--- src/rtl/counter_updn_param.sv ---
`default_nettype none
// ============================================================================
//  Module      : counter_updn_param
//  Description : Parametrised up/down event counter with selectable step,
//                wrap or saturate behaviour, optional rising-edge qualified
//                step input, synchronous parallel load, terminal-count pulse
//                and sticky overflow/underflow flags.
//  Revision    : 1.0 - initial release
// ============================================================================
module counter_updn_param #(
    parameter int               WIDTH    = 16,
    parameter logic [WIDTH-1:0] MAX_VAL  = {WIDTH{1'b1}},
    parameter int               STEP     = 1,
    parameter int               SATURATE = 0,
    parameter int               EDGE_INC = 1
) (
    input  logic             clk,
    input  logic             rst,
    input  logic             UPHDNL,
    input  logic             inc,
    input  logic             load,
    input  logic [WIDTH-1:0] load_val,
    input  logic             clr_flags,
    output logic [WIDTH-1:0] count,
    output logic             tc,
    output logic             at_max,
    output logic             at_min,
    output logic             ovf_sticky,
    output logic             unf_sticky
);

    // All step arithmetic is done one bit wider than the counter so that
    // count + STEP and count + (MAX_VAL+1) can never overflow.
    localparam logic [WIDTH:0] c_max  = {1'b0, MAX_VAL};
    localparam logic [WIDTH:0] c_mod  = c_max + (WIDTH+1)'(1);
    localparam logic [WIDTH:0] c_step = (WIDTH+1)'(STEP);

    logic [WIDTH-1:0] r_count;
    logic             r_tc;
    logic             r_ovf;
    logic             r_unf;
    logic             r_inc_d;

    logic             w_step;
    logic [WIDTH:0]   w_cur;
    logic [WIDTH:0]   w_up_sum;
    logic             w_up_bnd;
    logic             w_dn_bnd;
    logic [WIDTH-1:0] w_up_next;
    logic [WIDTH-1:0] w_dn_next;
    logic [WIDTH-1:0] w_step_next;
    logic [WIDTH-1:0] w_load_clamp;
    logic             w_set_ovf;
    logic             w_set_unf;

    // Previous value of inc for edge qualification; sampled unconditionally so
    // an inc held high through reset or load does not count as a fresh edge.
    always_ff @(posedge clk) begin
        r_inc_d <= inc;
    end

    // Step qualification, next-count candidates and boundary detection.
    always_comb begin
        w_step       = (EDGE_INC != 0) ? (inc & ~r_inc_d) : inc;
        w_cur        = {1'b0, r_count};
        w_up_sum     = w_cur + c_step;
        w_up_bnd     = (w_up_sum > c_max);
        w_dn_bnd     = (w_cur < c_step);

        w_up_next    = w_up_sum[WIDTH-1:0];
        if (w_up_bnd) begin
            if (SATURATE != 0) begin
                w_up_next = MAX_VAL;
            end else begin
                w_up_next = WIDTH'(w_up_sum - c_mod);
            end
        end

        w_dn_next    = WIDTH'(w_cur - c_step);
        if (w_dn_bnd) begin
            if (SATURATE != 0) begin
                w_dn_next = '0;
            end else begin
                w_dn_next = WIDTH'(w_cur + c_mod - c_step);
            end
        end

        w_step_next  = UPHDNL ? w_up_next : w_dn_next;
        w_set_ovf    = w_step &  UPHDNL & w_up_bnd;
        w_set_unf    = w_step & ~UPHDNL & w_dn_bnd;
        w_load_clamp = (load_val > MAX_VAL) ? MAX_VAL : load_val;
    end

    // Count, terminal pulse and sticky flags: reset beats load beats step;
    // a boundary event wins over a coincident clr_flags.
    always_ff @(posedge clk) begin
        if (rst) begin
            r_count <= '0;
            r_tc    <= 1'b0;
            r_ovf   <= 1'b0;
            r_unf   <= 1'b0;
        end else if (load) begin
            r_count <= w_load_clamp;
            r_tc    <= 1'b0;
            r_ovf   <= r_ovf & ~clr_flags;
            r_unf   <= r_unf & ~clr_flags;
        end else begin
            if (w_step) begin
                r_count <= w_step_next;
            end
            r_tc    <= w_set_ovf | w_set_unf;
            r_ovf   <= w_set_ovf | (r_ovf & ~clr_flags);
            r_unf   <= w_set_unf | (r_unf & ~clr_flags);
        end
    end

    assign count      = r_count;
    assign tc         = r_tc;
    assign ovf_sticky = r_ovf;
    assign unf_sticky = r_unf;
    assign at_max     = (r_count == MAX_VAL);
    assign at_min     = (r_count == '0);

endmodule
`default_nettype wire

--- config.mk ---
export PLATFORM = sky130hd
export DESIGN_NAME = counter_updn_param
export DESIGN_NICKNAME = d
export VERILOG_FILES = /design/src/rtl/counter_updn_param.sv
export SDC_FILE = /design/constraint.sdc
export NUM_CORES = 1
export LEC_CHECK = 0
export ABC_AREA = 1
export CAP_MARGIN = 20
export CORE_MARGIN = 1
export CORE_UTILIZATION = 55
export CTS_BUF_LIST = sky130_fd_sc_hd__clkbuf_4
export DETAILED_ROUTE_END_ITERATION = 8
export DONT_BUFFER_PORTS = 1
export PLACE_DENSITY = 0.7
export SYNTH_ARGS = -nofsm -noshare
export SYNTH_HDL_FRONTEND = slang
export SYNTH_SLANG_ARGS = --single-unit
--- constraint.sdc ---
create_clock -name clk -period 2.51 [get_ports clk]
set_clock_uncertainty 0.2 [all_clocks]
set_input_delay 0.3765 -clock clk [delete_from_list [all_inputs] [get_ports clk]]
set_output_delay 0.3765 -clock clk [all_outputs]
set_load 0.005 [all_outputs]
# ---- Yosys cells after proc, flatten, opt, wreduce, memory -nomap -nowiden
# Index checks and enable logic that the tools add are counted.
dict set report word_totals {
  regBits 20
  input_bits 22
  output_inout_bits 21
  elab_cells 38
}
dict set report op_classes {
  addsub 5
  n_lt_le_gt_ge 3
  eq_ne 1
  muxes 8
  bitwise 13
  n_reduce_logical 3
}
# operator n
set ops {}
lappend ops {{$mux W16} 6}
lappend ops {{$sub A16 B1 Y16 const B} 3}
lappend ops {{$add A16 B1 Y17 const B} 1}
lappend ops {{$gt A17 B16 Y1 const B} 1}
lappend ops {{$add A16 B1 Y16 const B} 1}
lappend ops {{$eq A16 B16 Y1 const B} 1}
lappend ops {{$gt A16 B16 Y1 const B} 1}
lappend ops {{$logic_not A16 Y1} 1}
lappend ops {{$lt A16 B1 Y1 const B} 1}
lappend ops {{$and A1 B1 Y1} 7}
lappend ops {{$not A1 Y1} 3}
lappend ops {{$or A1 B1 Y1} 3}
lappend ops {{$mux W1} 2}
lappend ops {{$reduce_bool A2 Y1} 1}
lappend ops {{$reduce_or A2 Y1} 1}

# ---- Longest topological paths before layout
# Gate-level depths: netlist (run 1).
dict set report depth {
  ltp_word 6
  mapped_depth 14
  ltp_nobuf 13
}

# ---- Worst setup path after synthesis (run 1)
# OpenSTA, ideal clock, no wires.
dict set report synth_path {
  kind {reg2out}
  from {reg r_count[0], in the netlist count[0]}
  to {out at_min}
  arrival_time_ns 1.364
  required_time_ns 1.934
  setup_slack_ns 0.570
  stages_incl_launch_ff 9
  n_path_buf 0
  path_cell_list {dfxtp_1 > inv_1 > ha_1 > inv_1 > nor2_1 > nand2_1 > nor2_2 > nand2_1 > nor4_2}
}
dict set report synth_via {
  elab_chain_cells 1
}
# element line_no
set synth_rtl {}
lappend synth_rtl {{from (decl)} 38} ;# logic [WIDTH-1:0] r_count;
lappend synth_rtl {{from (signal assigned)} 103} ;# r_count <= w_load_clamp;
lappend synth_rtl {{from (signal assigned)} 109} ;# r_count <= w_step_next;
lappend synth_rtl {{$logic_not A16 Y1} 122} ;# assign at_min = (r_count == '0);
lappend synth_rtl {{to (decl)} 27} ;# output logic at_min,
# Every way passes these cells.

# ---- Worst setup path in the final report (run 1)
dict set report layout_path {
  from {reg r_count[1], in the netlist count[1]}
  to {out at_min}
}
# The elaborated chain is that of the path after synthesis.

==> results of run 1 <==
## registers in the layout (all words and copies together), names as in the netlist
register,count
count,16
ovf_sticky,1
r_inc_d,1
tc,1
unf_sticky,1
## placed cells by master (no fill, tap or decap), drive strengths merged, types with 2 or more instances in the layout
| master | synthesis | layout |
|---|---|---|
| nand3 | 23 | 23 |
| inv | 37 | 37 |
| o211ai | 7 | 7 |
| buf | 6 | 8 |
| a221oi | 2 | 2 |
| xor2 | 5 | 5 |
| dfxtp | 20 | 20 |
| dlygate4sd3 | 0 | 2 |
| nand4 | 8 | 8 |
| nor2 | 51 | 51 |
| a21oi | 20 | 20 |
| nor3 | 3 | 3 |
| o21ai | 18 | 18 |
| ha | 3 | 3 |
| o2111ai | 3 | 3 |
| o221ai | 2 | 2 |
| nand2 | 86 | 86 |
| clkbuf | 6 | 3 |
## final cells by class
class / count / area (um2) / share of cell area
Clock inverter: 1 / 30.0 / 0.0159
Timing Repair Buffer: 10 / 80.1 / 0.0423
Clock buffer: 3 / 22.5 / 0.0119
Inverter: 37 / 139 / 0.0733
Tap cell: 44 / 55.1 / 0.0291
Multi-Input combinational cell: 237 / 1160 / 0.614
Sequential cell: 20 / 405 / 0.214
## metal layers
| metal | vias to the layer above | share of wire | wire [um] | track usage |
|---|---|---|---|---|
| met5 | - | 0 | 0 | 0 |
| met4 | 0 | 0.0089 | 48 | 0.0748 |
| met3 | 5 | 0.11 | 579 | 0.0558 |
| met2 | 102 | 0.44 | 2370 | 0.498 |
| met1 | 907 | 0.45 | 2410 | 0.476 |
| li1 | 1011 | - | - | - |
## through the flow
step	setup TNS [ns]	setup WS [ns]	hold slack, ns	std cells	util
global route	-0.0167	-0.0167	0.000431	352	0.626
CTS	0	0.00265	0.00413	349	0.613
global placement	0	0.327	0.204	343	0.586
detailed placement	0	0.278	0.204	343	0.586
finish	0	0.0779	0.00418	352	0.626
floorplan	0	0.570	0.204	306	-
## worst reg2reg max path: stages (launching register included)
cell	delay, ns
sky130_fd_sc_hd__dfxtp_1	0.60
sky130_fd_sc_hd__nand2_1	0.16
sky130_fd_sc_hd__nor2_2	0.23
sky130_fd_sc_hd__nand2_1	0.13
sky130_fd_sc_hd__o21ai_0	0.21
sky130_fd_sc_hd__nand2_1	0.08
sky130_fd_sc_hd__nand2_1	0.07
sky130_fd_sc_hd__nor2_1	0.04
sky130_fd_sc_hd__nand3_1	0.07
sky130_fd_sc_hd__nand2_1	0.06
sky130_fd_sc_hd__nand2_1	0.08
sky130_fd_sc_hd__a21oi_1	0.06
## where the power goes
part	switching, uW	internal [uW]
combinational	173	99.8
clock	125	162
sequential	57.1	343
## worst paths after layout
| kind | to | startpoint | cells after the start |
|---|---|---|---|
| setup reg to reg | ovf_sticky | count[2] | 11 |
| setup / recovery | at_min | count[1] | 8 |
| hold / removal | ovf_sticky | clr_flags | 3 |
| hold reg to reg | ovf_sticky | ovf_sticky | 2 |
## synthesized netlist by cell type
cell type                   count  share of area
sky130_fd_sc_hd__nor3_1         3         0.0086
sky130_fd_sc_hd__inv_1         35          0.075
sky130_fd_sc_hd__buf_2          4          0.011
sky130_fd_sc_hd__buf_4          2         0.0086
sky130_fd_sc_hd__nand2_1       86           0.19
sky130_fd_sc_hd__a31oi_1        1         0.0036
sky130_fd_sc_hd__a21oi_1       20          0.057
sky130_fd_sc_hd__o21ai_1        3         0.0086
sky130_fd_sc_hd__o2111ai_1      3          0.015
sky130_fd_sc_hd__o21ai_0       15          0.043
sky130_fd_sc_hd__ha_1           3          0.022
sky130_fd_sc_hd__xor2_1         5          0.025
sky130_fd_sc_hd__nor2_2         6          0.022
sky130_fd_sc_hd__clkbuf_1       5          0.011
sky130_fd_sc_hd__a41oi_1        1         0.0050
sky130_fd_sc_hd__nand4_1        8          0.029
sky130_fd_sc_hd__nand3_1       23          0.066
sky130_fd_sc_hd__o22ai_1        1         0.0036
sky130_fd_sc_hd__clkbuf_2       1         0.0029
sky130_fd_sc_hd__o211ai_1       7          0.030
sky130_fd_sc_hd__nor2_1        45          0.097
sky130_fd_sc_hd__nand3b_1       1         0.0043
sky130_fd_sc_hd__dfxtp_1       20           0.23
sky130_fd_sc_hd__nor4_2         1         0.0072
sky130_fd_sc_hd__o221ai_1       2          0.010
sky130_fd_sc_hd__o21bai_1       1         0.0043
sky130_fd_sc_hd__a221oi_1       2          0.010
sky130_fd_sc_hd__inv_2          2         0.0043
## what timing repair did
item | 4_1_cts | 5_1_grt
endpoints found under the setup margin | 1 | 1
hold buffers | 2 | 0
gates resized for setup | 1 | 6
hold endpoints to repair | 14 | 0
buffers inserted | 0 | 3
pin swaps | 0 | 3
## cells by family (layout without fill, tap and decap cells)
kind of cell             after synthesis  in the layout  share of synthesized area
buffers and inverters                 49             51                      0.114
XOR/XNOR                               5              5                     0.0251
flip-flops                            20             20                      0.230
AND/OR/NAND/NOR                      173            173                      0.419
adder cells (fa/ha/maj)                3              3                     0.0216
AO/OA/AOI/OAI                         56             56                      0.191
==> run summary, run 1 <==
The global-route usage over all layers came out at 0.325. Summing all non-filler instances in the final layout gives an area of 1890 um2. Across the VDD grid, the largest voltage drop is 0.000290 V. The average cell area after synthesis is 5.69 um2. The reported max-cap violation count is 0. The clock latency reported for the late side of the worst-skew pair is 0.33 ns.

The initial antenna violation count is 0. The number of nets in the synthesized netlist is 331. The final layout contains 334 nets. The post-synthesis sequential element count came out at 20.

The endpoint kind of the worst setup timing path is an output pin. The number of cells produced by synthesis came out at 306. Of the synthesized area, sequential elements account for 0.230. The stage delay of the slowest cell on the critical path came out at 0.39 ns. Broken down by cell family, the worst path's largest delay share belongs to simple AND/OR/NAND/NOR gates.

The count of nets left with antenna violations once routing finished came out at 0. After clock tree synthesis, the clock-pin slew on the worst setup and hold paths is 0.14 ns. The worst setup path is launched from a flop.

The iteration-0 DRC count of the detailed router came out at 139. The H-tree depth reported by CTS came out at 1. The antenna diode count is 0. The required time of the critical path is 1.93 ns. Yosys printed 0 warnings. Power spread over the standard cell area amounts to 506 nW/um2. The worst hold-check path type is input pin to flop. The total wire length after detailed routing came out at 5410 um. The routability-driven placement congestion ratio came out at 0.979. The number of global-route vias before repair was 1702.

The fmax is 0.411 GHz. The slew of the pin with the lowest slew margin is 0.602 ns. The die covers 3400 um2. The largest fanout on the critical path came out at 7.

The fraction of final layout cells sized beyond drive strength 1 came out at 0.0812. The root buffer cell chosen for the clock tree is sky130_fd_sc_hd__clkbuf_4. The vias after detailed routing is 2025. Among all stages on the critical path, the largest delay is contributed by sky130_fd_sc_hd__dfxtp_2.

The die is 58.3 um wide. The number of standard-cell rows in the floorplan came out at 20. In this run the static leakage power is 0.000821 uW. Walking the worst path, the cells encountered are inv_1, ha_1, inv_1, nor2_4, nand2_1, nor2_2, nand2_2, nor4_4. The type of the worst setup path is flop to output pin. The starting density of the core is 0.575. The worst slew slack as a fraction of its limit came out at 0.597. The final total power came out at 959 uW.

The length of the first detailed-routing pass in iterations came out at 5. In the finished design, the share of the clock period the worst path needs comes to 0.969. The setup slack on the worst flop-to-flop path is 0.40 ns. The number of sinks driven by the clock tree came out at 20. The wire length of the first global-routing pass is 8250 um. The DRC violations left is 0. The smallest clock period supported by the final layout is computed as 2.43 ns.

The flow ran to the end, and the final reports show no timing, DRC or antenna violations. The region available for standard cell placement spans 3030 um2. The number of hold violations in the final report came out at 0. Fill cells in the final layout number 310.

The number of unique standard cell types used by synthesis came out at 28. The most numerous cell type found on the critical path is sky130_fd_sc_hd__inv_1. In this run, CTS created clock tree buffers numbering 3. The wire-length estimate of the detail-placed layout is 3980 um. The synthesized area came out at 1740 um2. The arrival time of the worst setup path is 1.86 ns.

The maximum number of pins on one net before global-route repair is 17. The TritonCTS clock tree is built. The number of ports placed on the die boundary came out at 43. In the final routed layout, each cell accounts on average for 15.4 um. The number of buffer cells added on primary ports came out at 0. The maximum clock path buffer count is 2. The count of buffering cells on the critical path with inverters included is 2. The detailed-route vias per instance is 5.75. The max-slew violation count came out at 0. The die height came out at 58.3 um.

The total placed instance area is 1780 um2. The remaining global-route overflow is 0. The count of final setup violators is 0. From synthesis to final layout, the design area changed by 8.76%.
Note: power is estimated with default switching activity, not from simulation.
==> run 2: changes to the inputs <==
--- a/config.mk
+++ b/config.mk
@@ -5,7 +5,6 @@
 export SDC_FILE = /design/constraint.sdc
 export NUM_CORES = 1
 export LEC_CHECK = 0
-export ABC_AREA = 1
 export CAP_MARGIN = 20
 export CORE_MARGIN = 1
 export CORE_UTILIZATION = 55
==> run 2 against run 1 <==
Fmax up 1.5%. Cell count down 14%. Register-to-register slack worse by 0.29 ns. Worst setup slack better by 0.035 ns. Count of clock-buffer cells in the layout unchanged. Cell area up 1.3%. Via count down 4.0%. Synthesized area down 0.50%. Hold slack worse by 0.0026 ns. Highest routed layer unchanged.
==> run summary, run 2 <==
Status: complete, no violations (unchanged). The most common cell after layout, fill and taps aside is sky130_fd_sc_hd__nor2_1 (was sky130_fd_sc_hd__nand2_1). The area of the placeable core is 3030 um2 (unchanged). The minimum clock period after layout came out at 2.40 ns (was 2.43 ns). The arrival time of the worst setup path is 2.44 ns (was 1.86 ns). The filler cell count in the final layout is 304 (was 310). The maximum number of pins on one net before global-route repair came to 22 (was 17). The TritonCTS clock tree is built (unchanged). The endpoint of the lowest-slack register-to-register path was tc (was ovf_sticky). The count of buffering cells on the critical path with inverters included is 0 (was 2). The residual antenna-violating net count after detailed routing is 0 (unchanged). The DRC violations left came out at 0 (unchanged).

The area of all sequential standard cells is 414 um2 (was 405 um2). The cell taking the most area after synthesis is sky130_fd_sc_hd__dfxtp_1 (unchanged). The number of global-route vias before repair is 1707 (was 1702). The die height is 58.1 um (was 58.3 um). The average cell area after synthesis was 6.90 um2 (was 5.69 um2). The period utilization was 0.955 (was 0.969). The share of the yosys chip area belonging to registers is 0.231 (was 0.230). Crit-path cells: nand3_1, or4_4, xnor2_2, o21ai_1, or4_4, o211ai_1 (was inv_1, ha_1, inv_1, nor2_4, nand2_1, nor2_2, nand2_2, nor4_4). The final routed wire length divided by cell count came out at 17.5 um (was 15.4 um). The die width is 58.1 um (was 58.3 um). The area share of the leading cell type in the synthesized netlist was 0.231 (was 0.230).

The synthesis warning total is 0 (unchanged). The count of final setup violators came out at 0 (unchanged). The stage delay of the slowest cell on the critical path is 0.60 ns (was 0.39 ns). The post-detailed-placement half-perimeter wirelength came out at 3780 um (was 3980 um). The global-route usage over all layers came out at 0.323 (was 0.325). The length of the first detailed-routing pass in iterations came out at 5 (unchanged). The max-slew violation count is 0 (unchanged). The post-synthesis sequential element count came out at 20 (unchanged). The final layout net count came out at 283 (was 334). The number of cells produced by synthesis came to 251 (was 306).

The power density relative to cell area came out at 417 nW/um2 (was 506 nW/um2). The leakage power summed over all cells is 0.000686 uW (was 0.000821 uW). The number of hold violations in the final report came out at 0 (unchanged).

The total wire length after detailed routing is 5270 um (was 5410 um). Ranking of synthesized cells by instance count: 29 x sky130_fd_sc_hd__nor2_1, 25 x sky130_fd_sc_hd__nand2_1, 23 x sky130_fd_sc_hd__a21oi_1, 20 x sky130_fd_sc_hd__dfxtp_1, 19 x sky130_fd_sc_hd__o21ai_0 (was 86 x sky130_fd_sc_hd__nand2_1, 45 x sky130_fd_sc_hd__nor2_1, 35 x sky130_fd_sc_hd__inv_1, 23 x sky130_fd_sc_hd__nand3_1). The clock latency reported for the late side of the worst-skew pair is 0.31 ns (was 0.33 ns). The remaining global-route overflow was 0 (unchanged). The starting density of the core came to 0.572 (was 0.575). The wire length of the first global-routing pass is 8290 um (was 8250 um). The overall die area came out at 3380 um2 (was 3400 um2). Top library cells by usage in the layout, fill and taps aside: 29 x sky130_fd_sc_hd__nor2_1, 25 x sky130_fd_sc_hd__nand2_1, 23 x sky130_fd_sc_hd__a21oi_1 (was 85 x sky130_fd_sc_hd__nand2_1, 44 x sky130_fd_sc_hd__nor2_1, 35 x sky130_fd_sc_hd__inv_1). The number of unique standard cell types used by synthesis came out at 52 (was 28).

The maximum clock path buffer count came to 2 (unchanged). The worst slew slack as a fraction of its limit came out at 0.595 (was 0.597). The largest voltage drop on the vdd net is 0.000226 V (was 0.000290 V). The number of nets in the synthesized netlist came out at 276 (was 331). The most used cell along the critical path is sky130_fd_sc_hd__or4_4 (was sky130_fd_sc_hd__inv_1). The H-tree depth reported by CTS came out at 1 (unchanged). The number of enable-type register cells in the synthesized netlist came to 0 (unchanged).

The setup TNS after final layout was 0 ns (unchanged). The startpoint of the lowest-slack register-to-register path is count[8] (was count[2]). The number of buffer cells added on primary ports came to 0 (unchanged). The detailed-route vias per instance came out at 6.46 (was 5.75).

The setup slack on the worst flop-to-flop path is 0.11 ns (was 0.40 ns). The iteration-0 DRC count of the detailed router is 199 (was 139). The endpoint kind of the worst setup timing path is a flop (was output pin). The synthesized area is 1730 um2 (was 1740 um2).

The fraction of final layout cells sized beyond drive strength 1 is 0.140 (was 0.0812). The kind of start point of the critical path is a flop (unchanged). The number of buffers inserted during clock tree synthesis came out at 3 (unchanged).

The most numerous cell in the Yosys netlist is sky130_fd_sc_hd__nor2_1 (was sky130_fd_sc_hd__nand2_1). The antenna diode count is 0 (unchanged). Setup repair after global routing left no endpoint under its margin.

The area of the multi-input gates was 1240 um2 (was 1160 um2). The largest fanout on the critical path is 8 (was 7). The initial antenna violation count came out at 0 (unchanged). The end point of the worst hold path is count[2] (was ovf_sticky). The worst setup slack before clock tree synthesis is 0.190 ns (was 0.278 ns). The slew of the pin with the lowest slew margin came out at 0.605 ns (was 0.602 ns). The family of cells with the greatest summed delay on the critical path is simple AND/OR/NAND/NOR gates (unchanged). The fmax came out at 0.417 GHz (was 0.411 GHz). The number of sinks driven by the clock tree came out at 20 (unchanged). The number of ports placed on the die boundary came out at 43 (unchanged). The required time of the critical path came to 2.56 ns (was 1.93 ns). The vias after detailed routing is 1943 (was 2025). The depth of the worst register-to-register path came out at 6 (was 11). The source of the critical timing path is count[8] (was count[1]).

The number of standard-cell rows in the floorplan is 20 (unchanged). The hold path depth is 2 (was 3). The type of the worst setup path is flop to flop (was flop to output pin). The source of the worst hold timing path is load_val[2] (was clr_flags). The commonest register cell after synthesis is sky130_fd_sc_hd__dfxtp_1 (unchanged). The clock input transition at the sequential cells of the worst setup and hold paths came out at 0.12 ns (was 0.14 ns). The standard cell with the maximum stage delay on the critical path was sky130_fd_sc_hd__or4_4 (was sky130_fd_sc_hd__dfxtp_2). The share of synthesized flip-flops with an asynchronous set or reset came out at 0 (unchanged). The routability-driven placement congestion ratio came out at 0.942 (was 0.979). The reported max-cap violation count is 0 (unchanged). Leading post-synthesis cells by cell area: sky130_fd_sc_hd__dfxtp_1 23%, sky130_fd_sc_hd__a21oi_1 6.6%, sky130_fd_sc_hd__nor2_1 6.3%, sky130_fd_sc_hd__o21ai_0 5.5%, sky130_fd_sc_hd__nand2_1 5.4% (was sky130_fd_sc_hd__dfxtp_1 23%, sky130_fd_sc_hd__nand2_1 19%, sky130_fd_sc_hd__nor2_1 9.7%, sky130_fd_sc_hd__inv_1 7.5%, sky130_fd_sc_hd__nand3_1 6.6%).

The worst hold-check path type is input pin to flop (unchanged). The slack of the critical path is 0.113 ns (was 0.0779 ns). The buffer type at the clock tree root was sky130_fd_sc_hd__clkbuf_4 (unchanged). The number of flip-flops in the largest register is 16 (unchanged). The area overhead of the layout relative to synthesis is 10.8% (was 8.76%).
## run 2: changes by cell type after synthesis, moves of 5 or more
cell,previous run,this run
sky130_fd_sc_hd__clkbuf_1,5,12
sky130_fd_sc_hd__nor2_1,45,29
sky130_fd_sc_hd__nand3_1,23,14
sky130_fd_sc_hd__nor3_1,3,12
sky130_fd_sc_hd__o211ai_1,7,2
sky130_fd_sc_hd__inv_1,35,7
sky130_fd_sc_hd__xnor2_1,0,5
sky130_fd_sc_hd__or3_1,0,7
sky130_fd_sc_hd__nor2_2,6,0
sky130_fd_sc_hd__nand2b_1,0,6
sky130_fd_sc_hd__nand2_1,86,25
## run 2: layout make-up
| type | count | share of cell area |
|---|---|---|
| Clock buffer | 3 | 0.0117 |
| Clock inverter | 1 | 0.00196 |
| Inverter | 7 | 0.0137 |
| Multi-Input combinational cell | 206 | 0.646 |
| Sequential cell | 20 | 0.216 |
| Tap cell | 44 | 0.0287 |
| Timing Repair Buffer | 20 | 0.0821 |
## run 2: kinds of logic (layout without fill, tap and decap cells)
family                   count (synthesis)  in the layout  synth area share
XOR/XNOR                                10             10            0.0549
adder cells (fa/ha/maj)                  3              3            0.0217
AND/OR/NAND/NOR                        117            117             0.349
multiplexers                             4              4            0.0231
buffers and inverters                   25             31            0.0592
AO/OA/AOI/OAI                           72             72             0.261
flip-flops                              20             20             0.231
## run 2: worst reg2reg max path, delay by kind of cell, from the launching register on
kind | cells | cell delay, ns
and+or+nand+nor | 3 | 1.34
DFF | 1 | 0.49
AOI/OAI and AO/OA | 2 | 0.17
xor gates and xnor gates | 1 | 0.13
## run 2: how the worst max path moves through the flow
stage / endpoint / cells past startpoint / slack [ns]
final: tc / 6 / 0.11
after global placement: at_max / 6 / 0.22
after global routing: tc / 6 / 0.02
after detailed placement: at_max / 6 / 0.19
after floorplan: at_max / 7 / 0.11
after CTS: at_max / 6 / 0.05
## run 2: repair_timing
action                     CTS  global route
pin swaps                    0             2
setup buffers                0             1
hold buffers                 3             0
gates resized for setup      4             6
setup endpoints to repair    1             1
hold endpoints to repair    13             0
## run 2: power by group
part           internal (uW)  switching, uW  leakage, uW  total, uW
Clock                   58.2            113    0.0000154        171
Sequential               340           43.7     0.000168        384
Combinational            106            139     0.000503        245
Total                    505            295     0.000686        800
## run 2: per-layer routing
metal  part of all wire  vias up  GRT usage  wire length, um
met2               0.45      115      0.493             2370
met5                  0        -          0                0
met3               0.10       15     0.0647              531
li1                   -      933          -                -
met4              0.032        0      0.156              167
met1               0.42      880      0.434             2190
## run 2: per-stage QoR
step	instances	utilization	hold slack (ns)	power [uW]	cell area [um2]
6_report	301	0.634	0.00155	800	1920
5_1_grt	301	0.634	0.0164	839	1920
4_1_cts	300	0.626	0.00719	794	1900
3_5_place_dp	293	0.605	0.204	622	1830
3_3_place_gp	293	0.605	0.204	620	1830
2_1_floorplan	251	-	0.204	564	1730
==> run 3: changes to the inputs <==
==> constraint.sdc (replaced) <==
create_clock -name clk -period 2.51 [get_ports clk]
set_clock_uncertainty 0.2 [all_clocks]
set_input_delay 0.502 -clock clk [delete_from_list [all_inputs] [get_ports clk]]
set_output_delay 0.502 -clock clk [all_outputs]
set_load 0.005 [all_outputs]
==> run 3 against run 2 <==
Power increased by 0.74%. Sequential power about the same. Cell count is 0.66% higher. Combinational power grew 3%. Worst setup slack lost 0.036 ns. Utilization is 1.4 points higher. First-iteration DRC count decreased by 38%.
==> run summary, run 3 (synthesis gave the netlist of run 2 again) <==
The iteration-0 DRC count of the detailed router is 123 (was 199). The overall die area was 3380 um2 (unchanged). The number of standard-cell rows in the floorplan came out at 20 (unchanged).

The arrival time of the worst setup path is 1.73 ns (was 2.44 ns). The stage delay of the slowest cell on the critical path came out at 0.46 ns (was 0.60 ns). The global-route usage over all layers came to 0.322 (was 0.323). The routability-driven placement congestion ratio is 0.944 (was 0.942). The number of ports placed on the die boundary was 43 (unchanged). The area overhead of the layout relative to synthesis came out at 13.3% (was 10.8%).

The number of flip-flops in the largest register is 16 (unchanged). The fraction of final layout cells sized beyond drive strength 1 is 0.174 (was 0.140). The setup TNS after final layout is 0 ns (unchanged). The residual antenna-violating net count after detailed routing is 0 (unchanged).

The final layout net count is 285 (was 283). The buffer type at the clock tree root is sky130_fd_sc_hd__clkbuf_4 (unchanged). The kind of start point of the critical path is a flop (unchanged). The most used cell along the critical path is sky130_fd_sc_hd__or3_1 (was sky130_fd_sc_hd__or4_4). The maximum number of pins on one net before global-route repair is 22 (unchanged).

The length of the first detailed-routing pass in iterations is 4 (was 5). The met2 layer wire length in the routed design came out at 2440 um (was 2370 um). The number of hold violations in the final report is 0 (unchanged). The post-placement cell count came out at 297 (was 293). The largest fanout on the critical path was 10 (was 8). Status: complete, no violations (unchanged). The standard cell with the maximum stage delay on the critical path is sky130_fd_sc_hd__or3_1 (was sky130_fd_sc_hd__or4_4).

The maximum clock path buffer count came out at 2 (unchanged). The DRC violations left came out at 0 (unchanged). The clock input transition at the sequential cells of the worst setup and hold paths came out at 0.13 ns (was 0.12 ns). The slew of the pin with the lowest slew margin came out at 0.441 ns (was 0.605 ns). The required time of the critical path is 1.81 ns (was 2.56 ns). RSZ-0062 raised after global routing: false (unchanged). The wire length of the first global-routing pass came to 8250 um (was 8290 um). The worst slew slack as a fraction of its limit came to 0.706 (was 0.595). The worst hold-check path type is input pin to flop (unchanged). The starting density of the core came to 0.572 (unchanged). Top library cells by usage in the layout, fill and taps aside: 29 x sky130_fd_sc_hd__nor2_1, 25 x sky130_fd_sc_hd__nand2_1, 23 x sky130_fd_sc_hd__a21oi_1 (unchanged). The leakage power summed over all cells came out at 0.000695 uW (was 0.000686 uW). The type of the worst setup path is flop to output pin (was flop to flop). The filler cell count in the final layout came out at 282 (was 304).

The antenna diode count is 0 (unchanged). The number of buffer cells added on primary ports is 0 (unchanged). The period utilization came to 0.969 (was 0.955). The most common cell after layout, fill and taps aside was sky130_fd_sc_hd__nor2_1 (unchanged). The endpoint kind of the worst setup timing path is an output pin (was flop). The highest metal layer with signal wires is met4 (unchanged). The vias after detailed routing is 1912 (was 1943).

The die height came to 58.1 um (unchanged). The largest voltage drop on the vdd net came to 0.000249 V (was 0.000226 V). The max-slew violation count is 0 (unchanged). The routed length on met3 came to 449 um (was 531 um). The detailed-route vias per instance came to 6.31 (was 6.46). The number of sinks driven by the clock tree was 20 (unchanged). The clock latency reported for the late side of the worst-skew pair was 0.32 ns (was 0.31 ns). The count of final setup violators is 0 (unchanged). The remaining global-route overflow is 0 (unchanged). The power density relative to cell area is 410 nW/um2 (was 417 nW/um2). The H-tree depth reported by CTS is 1 (unchanged).

The total wire length after detailed routing came to 5280 um (was 5270 um). The initial antenna violation count came out at 0 (unchanged). The final routed wire length divided by cell count came out at 17.4 um (was 17.5 um). The post-detailed-placement half-perimeter wirelength is 3830 um (was 3780 um). The number of buffers inserted during clock tree synthesis is 3 (unchanged). The reported max-cap violation count came out at 0 (unchanged). The number of global-route vias before repair is 1726 (was 1707). The fmax came to 0.411 GHz (was 0.417 GHz). The die width is 58.1 um (unchanged). The TritonCTS clock tree is built (unchanged).

Crit-path cells: or3_1, or3_1, nor2_1 (was nand3_1, or4_4, xnor2_2, o21ai_1, or4_4, o211ai_1). The area of the placeable core came out at 3030 um2 (unchanged). The minimum clock period after layout came out at 2.43 ns (was 2.40 ns).

The number of standard cells in the layout, taps in and fillers out was 303 (was 301). The wire length on met1 is 2270 um (was 2190 um).
==> run 3: area by class of cell <==
cell class / count / area, um2 / area share
Tap cell: 44 / 55.1 / 0.0280
Timing Repair Buffer: 22 / 168 / 0.0854
Sequential cell: 20 / 412 / 0.210
Clock buffer: 3 / 22.5 / 0.0115
Multi-Input combinational cell: 206 / 1280 / 0.650
Inverter: 7 / 26.3 / 0.0134
Clock inverter: 1 / 3.75 / 0.00191
==> run 3: stage by stage <==
| stage | worst slack (ns) | hold WS, ns | instance area (um2) | utilization | power, uW |
|---|---|---|---|---|---|
| floorplan | 0.110 | 0.262 | 1740 | - | 565 |
| CTS | 0.0241 | 0.00808 | 1900 | 0.629 | 793 |
| detailed placement | 0.169 | 0.274 | 1870 | 0.617 | 630 |
| global route | 0.00255 | 0.00273 | 1960 | 0.648 | 855 |
| global placement | 0.222 | 0.274 | 1870 | 0.617 | 628 |
| finish | 0.0768 | 0.0264 | 1960 | 0.648 | 806 |
==> run 3: routing by layer <==
metal  GRT usage  up-vias
li1            -      944
met1       0.424      855
met2       0.501       98
met3      0.0603       15
met4       0.160        0
met5           0        -
==> run 3: path summary, 6_finish.rpt <==
path	depth (start not counted)	endpoint	slack, ns	startpoint
setup / recovery	3	at_min	0.08	count[12]
setup reg to reg	6	tc	0.15	count[6]
hold reg to reg	2	unf_sticky	0.29	unf_sticky
hold / removal	1	count[0]	0.03	rst
==> run 3: what timing repair did <==
item	in CTS	in global routing
endpoints found under the setup margin	1	2
hold buffers	0	1
hold endpoints to repair	0	1
pin swaps	0	2
gates resized for setup	5	10
setup buffers	0	1
==> run 3: where the power goes <==
| part | switching, uW | leakage [uW] | internal, uW |
|---|---|---|---|
| logic | 138 | 0.000512 | 113 |
| clock network | 109 | 0.0000154 | 58.2 |
| registers | 46.4 | 0.000167 | 340 |
==> run 3: critical path, delay by kind of cell (launching register included) <==
| family | cells | cell delay, ns |
|---|---|---|
| flip-flops | 1 | 0.43 |
| AND/OR/NAND/NOR | 3 | 1.00 |
